**config.mk**
```make
export PLATFORM = sky130hd
export DESIGN_NAME = uart_char_pipe
export DESIGN_NICKNAME = d
export VERILOG_FILES = /design/src/rtl/uart_pkg.sv /design/src/rtl/sync_fifo.sv /design/src/rtl/uart_char_pipe.sv
export SDC_FILE = /design/constraint.sdc
export NUM_CORES = 1
export LEC_CHECK = 0
export CORE_MARGIN = 4
export CORE_UTILIZATION = 35
export CTS_CLUSTER_DIAMETER = 80
export CTS_CLUSTER_SIZE = 10
export DETAILED_ROUTE_END_ITERATION = 10
export GPL_TIMING_DRIVEN = 0
export PLACE_DENSITY = 0.58
export RECOVER_POWER = 100
export SLEW_MARGIN = 20
export SYNTH_ARGS = -nofsm -noshare
export SYNTH_HDL_FRONTEND = slang
export SYNTH_HIERARCHICAL = 1
export SYNTH_SLANG_ARGS = --single-unit
export TNS_END_PERCENT = 50
```
**constraint.sdc**
```tcl
create_clock -name clk -period 8.1 [get_ports clk]
set_input_delay 2.025 -clock clk [delete_from_list [all_inputs] [get_ports clk]]
set_output_delay 2.025 -clock clk [all_outputs]
set_load 0.1 [all_outputs]
```
**src/rtl/uart_pkg.sv**
```systemverilog
// Shared UART character definitions: ASCII bounds, transform mode codes and the
// per-character case transform used on the pipe's write path.
package uart_pkg;

  localparam logic [6:0] UPPER_A    = 7'd65;
  localparam logic [6:0] UPPER_Z    = 7'd90;
  localparam logic [6:0] LOWER_A    = 7'd97;
  localparam logic [6:0] LOWER_Z    = 7'd122;
  localparam logic [6:0] CASE_DELTA = 7'd32;

  localparam logic [1:0] MODE_ECHO  = 2'd0;
  localparam logic [1:0] MODE_SWAP  = 2'd1;
  localparam logic [1:0] MODE_UPPER = 2'd2;
  localparam logic [1:0] MODE_LOWER = 2'd3;

  function automatic logic [6:0] char_xform(input logic [1:0] mode, input logic [6:0] c);
    logic is_up;
    logic is_lo;
    is_up      = (c >= UPPER_A) && (c <= UPPER_Z);
    is_lo      = (c >= LOWER_A) && (c <= LOWER_Z);
    char_xform = c;
    case (mode)
      MODE_SWAP: begin
        if (is_up)      char_xform = c + CASE_DELTA;
        else if (is_lo) char_xform = c - CASE_DELTA;
      end
      MODE_UPPER: if (is_lo) char_xform = c - CASE_DELTA;
      MODE_LOWER: if (is_up) char_xform = c + CASE_DELTA;
      default:    char_xform = c;
    endcase
  endfunction

endpackage

```
**src/rtl/sync_fifo.sv**
```systemverilog
// Synchronous FIFO with registered head (no fall-through); the caller guarantees
// push only when not full or when popping in the same cycle. Flush clears occupancy.
module sync_fifo #(
  parameter int DATA_WIDTH = 8,
  parameter int DEPTH      = 8
) (
  input  logic                     clk,
  input  logic                     rst_n,
  input  logic                     push_i,
  input  logic                     pop_i,
  input  logic                     flush_i,
  input  logic [DATA_WIDTH-1:0]    wdata_i,
  output logic [DATA_WIDTH-1:0]    rdata_o,
  output logic                     full_o,
  output logic                     empty_o,
  output logic [$clog2(DEPTH):0]   fill_o
);

  localparam int AW = $clog2(DEPTH);
  localparam int FW = AW + 1;

  logic [DATA_WIDTH-1:0] mem_q [DEPTH];
  logic [AW-1:0]         wr_q, rd_q;
  logic [FW-1:0]         fill_q;

  always_ff @(posedge clk) begin
    if (!rst_n) begin
      wr_q   <= '0;
      rd_q   <= '0;
      fill_q <= '0;
    end else if (flush_i) begin
      wr_q   <= '0;
      rd_q   <= '0;
      fill_q <= '0;
    end else begin
      if (push_i) wr_q <= wr_q + AW'(1);
      if (pop_i)  rd_q <= rd_q + AW'(1);
      case ({push_i, pop_i})
        2'b10:   fill_q <= fill_q + FW'(1);
        2'b01:   fill_q <= fill_q - FW'(1);
        default: fill_q <= fill_q;
      endcase
    end
  end

  // Storage needs no reset: occupancy alone decides what is valid.
  always_ff @(posedge clk) begin
    if (rst_n && !flush_i && push_i) mem_q[wr_q] <= wdata_i;
  end

  assign rdata_o = mem_q[rd_q];
  assign full_o  = (fill_q == FW'(DEPTH));
  assign empty_o = (fill_q == '0);
  assign fill_o  = fill_q;

endmodule

```
**src/rtl/uart_char_pipe.sv**
```systemverilog
// Buffered UART character transformer: case transform on enqueue, FIFO to the
// transmitter, back-pressure or drop-on-full, flush, and rx/tx/drop statistics.
module uart_char_pipe
  import uart_pkg::*;
#(
  parameter int DATA_WIDTH   = 8,
  parameter int DEPTH        = 8,
  parameter int CNT_WIDTH    = 16,
  parameter bit DROP_ON_FULL = 1'b0
) (
  input  logic                   clk,
  input  logic                   rst_n,
  input  logic [1:0]             mode,
  input  logic                   flush,
  input  logic [DATA_WIDTH-1:0]  in_data,
  input  logic                   in_valid,
  output logic                   in_ready,
  output logic [DATA_WIDTH-1:0]  out_data,
  output logic                   out_valid,
  input  logic                   out_ready,
  output logic [$clog2(DEPTH):0] fill,
  output logic [CNT_WIDTH-1:0]   rx_count,
  output logic [CNT_WIDTH-1:0]   tx_count,
  output logic [CNT_WIDTH-1:0]   drop_count
);

  logic                  full, empty, push, pop, drop;
  logic [DATA_WIDTH-1:0] xform_dat;
  logic [CNT_WIDTH-1:0]  rx_q, rx_d, tx_q, tx_d, drop_q, drop_d;

  assign pop      = !empty && out_ready;
  assign in_ready = DROP_ON_FULL ? 1'b1 : !full;
  // In drop mode a pop frees the slot the same cycle, so a full FIFO can still accept.
  assign push     = in_valid && (!full || (DROP_ON_FULL && pop));
  assign drop     = DROP_ON_FULL && in_valid && full && !pop;

  always_comb begin
    xform_dat = in_data;
    if (in_data[DATA_WIDTH-1:7] == '0) xform_dat[6:0] = char_xform(mode, in_data[6:0]);
  end

  sync_fifo #(
    .DATA_WIDTH (DATA_WIDTH),
    .DEPTH      (DEPTH)
  ) u_fifo (
    .clk     (clk),
    .rst_n   (rst_n),
    .push_i  (push),
    .pop_i   (pop),
    .flush_i (flush),
    .wdata_i (xform_dat),
    .rdata_o (out_data),
    .full_o  (full),
    .empty_o (empty),
    .fill_o  (fill)
  );

  always_comb begin
    rx_d   = rx_q;
    tx_d   = tx_q;
    drop_d = drop_q;
    if (!flush) begin
      if (push) rx_d = rx_q + CNT_WIDTH'(1);
      if (pop)  tx_d = tx_q + CNT_WIDTH'(1);
      if (drop && (drop_q != '1)) drop_d = drop_q + CNT_WIDTH'(1);
    end
  end

  always_ff @(posedge clk) begin
    if (!rst_n) begin
      rx_q   <= '0;
      tx_q   <= '0;
      drop_q <= '0;
    end else begin
      rx_q   <= rx_d;
      tx_q   <= tx_d;
      drop_q <= drop_d;
    end
  end

  assign out_valid  = !empty;
  assign rx_count   = rx_q;
  assign tx_count   = tx_q;
  assign drop_count = drop_q;

endmodule
```
==> flow_metrics.env <==
export IMPL_status="completed"
export IMPL_holdCritPathClass="register to register"
export IMPL_drt_total_wl_um=9960
export IMPL_die_area_um2=16200
export IMPL_cts_tree="built"
export IMPL_syn_instance_count=372
export IMPL_postRouteAntennaNets=0
export IMPL_synth_cell_types=53
export IMPL_wl_per_cell_um=15.5
export IMPL_rsz0062_at_grt="false"
export IMPL_drcViolationCount=0
export IMPL_final_common_cell="edfxtp_1"
export IMPL_port_buffers=60
export IMPL_vias=3095
export IMPL_drt_iter0_drc=126
export IMPL_ioPinCount=77
export IMPL_finalSetupTns_ns=0
export IMPL_clk_pin_slew_ns=0.08
export IMPL_worstSetupPathType="register to output port"
export IMPL_cts_inserted_buffers=9
export IMPL_h_tree_depth=3
export IMPL_avgSynthCellArea_um2=13.4
export IMPL_wl_met3_um=546
export IMPL_drv_cap=0
export IMPL_synth_edf_count=64
export IMPL_synth_area_leaders="edfxtp_1, dfxtp_1, mux4_1"
export IMPL_core_um2=13900
export IMPL_irDropWorstVdd_v=0.000109
export IMPL_synth_top_area_frac=0.385
export IMPL_reg2reg_depth=6
export IMPL_r2r_slack_ns=4.91
export IMPL_cp_max_fo=10
export IMPL_tightest_slew_ns=1.43
export IMPL_vias_per_cell=4.81
export IMPL_clkLatencyLatePin_ns=0.36
export IMPL_synth_ff_latch_count=109
export IMPL_worst_setup_path_end_kind="output port"
export IMPL_die_h_um=127
export IMPL_cp_arrival_ns=2.93
export IMPL_grt_pass1_vias=3101
export IMPL_dp_final_hpwl_um=7010
export IMPL_timing_final_crit_share=0.611
export IMPL_final_nets=482
export IMPL_cts_buffer_depth=2
export IMPL_setup_viol=0
export IMPL_worstPathRequired_ns=6.08
export IMPL_antenna_found_initial=1
export IMPL_gr_total_overflow=0
export IMPL_place_congestion=0.769
export IMPL_grt_pass1_wl_um=16300
export IMPL_clock_sinks=109
export IMPL_ys_flop_type="edfxtp_1"
export IMPL_final_core_util=0.440
export IMPL_grt_max_degree=24
export IMPL_netlist_area_um2=4990
export IMPL_root_buffer="clkbuf_16"
export IMPL_max_freq_mhz=202
export IMPL_pwr_density_cell_nw_per_um2=193
export IMPL_drv_slew=0
export IMPL_leakage_uw=0.00227
export IMPL_start_util=0.358
export IMPL_fp_dieW_um=127
export IMPL_skew_ns=0.00968
export IMPL_met2_length_um=4730
export IMPL_synth_async_reset_ratio=0
export IMPL_relSlewSlack=0.0362
export IMPL_cts_resized=0
export IMPL_wl_met1_um=4550
export IMPL_fp_row_count=43
export IMPL_whs_path_depth=2
export IMPL_grt_use_total=0.129
export IMPL_top_layer_used="met4"
export IMPL_dr_pass1_iters=4
export IMPL_post_cts_repair_setup_buffers=0
export IMPL_cts_hold_buf=0
export IMPL_worstSetupStartpointType="register"
export IMPL_drive_above_1_share=0.102
export IMPL_synth_warning_count=6
export IMPL_holdWs_ns=0.512
export IMPL_hold_violations=0
export IMPL_yosysSeqAreaShare=0.566
export IMPL_final_cell_mix="edfxtp_1, dlygate4sd3_1, dfxtp_1, xnor2_1"
export IMPL_synth_top_area_cell="edfxtp_1"
export IMPL_area_growth_pct=22.8
export IMPL_min_period_ns=4.95
export IMPL_fillers=1288
==> cells by family after synthesis <==
family          count (synthesis)  share of synthesized area
mux                            32                      0.118
compound gates                 26                     0.0364
buf+inv                        32                     0.0412
flops                         109                      0.566
other cells                     1                   0.000752
xor+xnor                       34                     0.0597
fa+ha+maj                       9                     0.0226
simple gates                  129                      0.155
==> synthesized netlist by cell type (8+ instances only) <==
master     n
nor2b_1    8
xnor2_1   22
xor2_1    12
buf_4     16
mux4_1    15
ha_1       9
dfxtp_1   45
edfxtp_1  64
mux2_2     9
nor2_1    20
and2_1    27
nand3_1    9
nand2_1   20
==> metal layers <==
layer	up-vias	global-route usage
li1	1522	-
met1	1493	0.160
met2	71	0.212
met3	9	0.0452
met4	0	0.0379
met5	-	0
==> area by class of cell <==
| cell class | instances | area, µm² | area share |
|---|---|---|---|
| repair buffers | 60 | 601 | 0.0981 |
| inverters | 5 | 18.8 | 0.00306 |
| flip-flops and latches | 109 | 2820 | 0.461 |
| diodes | 1 | 2.50 | 0.000409 |
| multi-input cells | 246 | 1950 | 0.319 |
| plain buffers | 27 | 186 | 0.0304 |
| clock buffers | 9 | 225 | 0.0368 |
| clock inverters | 7 | 91.3 | 0.0149 |
| well taps | 180 | 225 | 0.0368 |
==> sequential cells by signal, indices dropped and copies added (netlist names), named ones only <==
signal	count
u_fifo/fill_o	4
u_fifo/mem_q	64
u_fifo/rd_q	3
tx_count	16
u_fifo/wr_q	3
rx_count	16
==> path summary, 6_finish.rpt <==
check	end	startpoint
min reg2reg	u_fifo/fill_o[3]	u_fifo/fill_o[3]
max	out_data[6]	register
min	u_fifo/fill_o[3]	u_fifo/fill_o[3]
max reg2reg	u_fifo/mem_q[0][0]	u_fifo/fill_o[1]
==> where the power goes <==
part | switching [µW] | internal (µW)
Clock | 230 | 226
Combinational | 99.1 | 35.1
Sequential | 3.41 | 591
Total | 333 | 852
==> stage by stage <==
stage                     power [µW]  setup slack, ns  cell area, µm²  instances
after floorplan                  713             3.87            5040        387
after global placement           744             3.24            5870        627
after detailed placement         746             3.42            5880        627
after CTS                       1210             3.07            6190        643
after global routing            1230             3.03            6120        644
final                           1180             3.15            6120        644
==> critical path, cell delays in order, from the launching register on <==
cell and delay, ns:
dfxtp_1 0.31, clkbuf_1 0.32, buf_2 0.35, mux4_1 0.24, mux2_2 0.15, dlygate4sd3_1 1.19
Power figures use the tool's default switching activity.
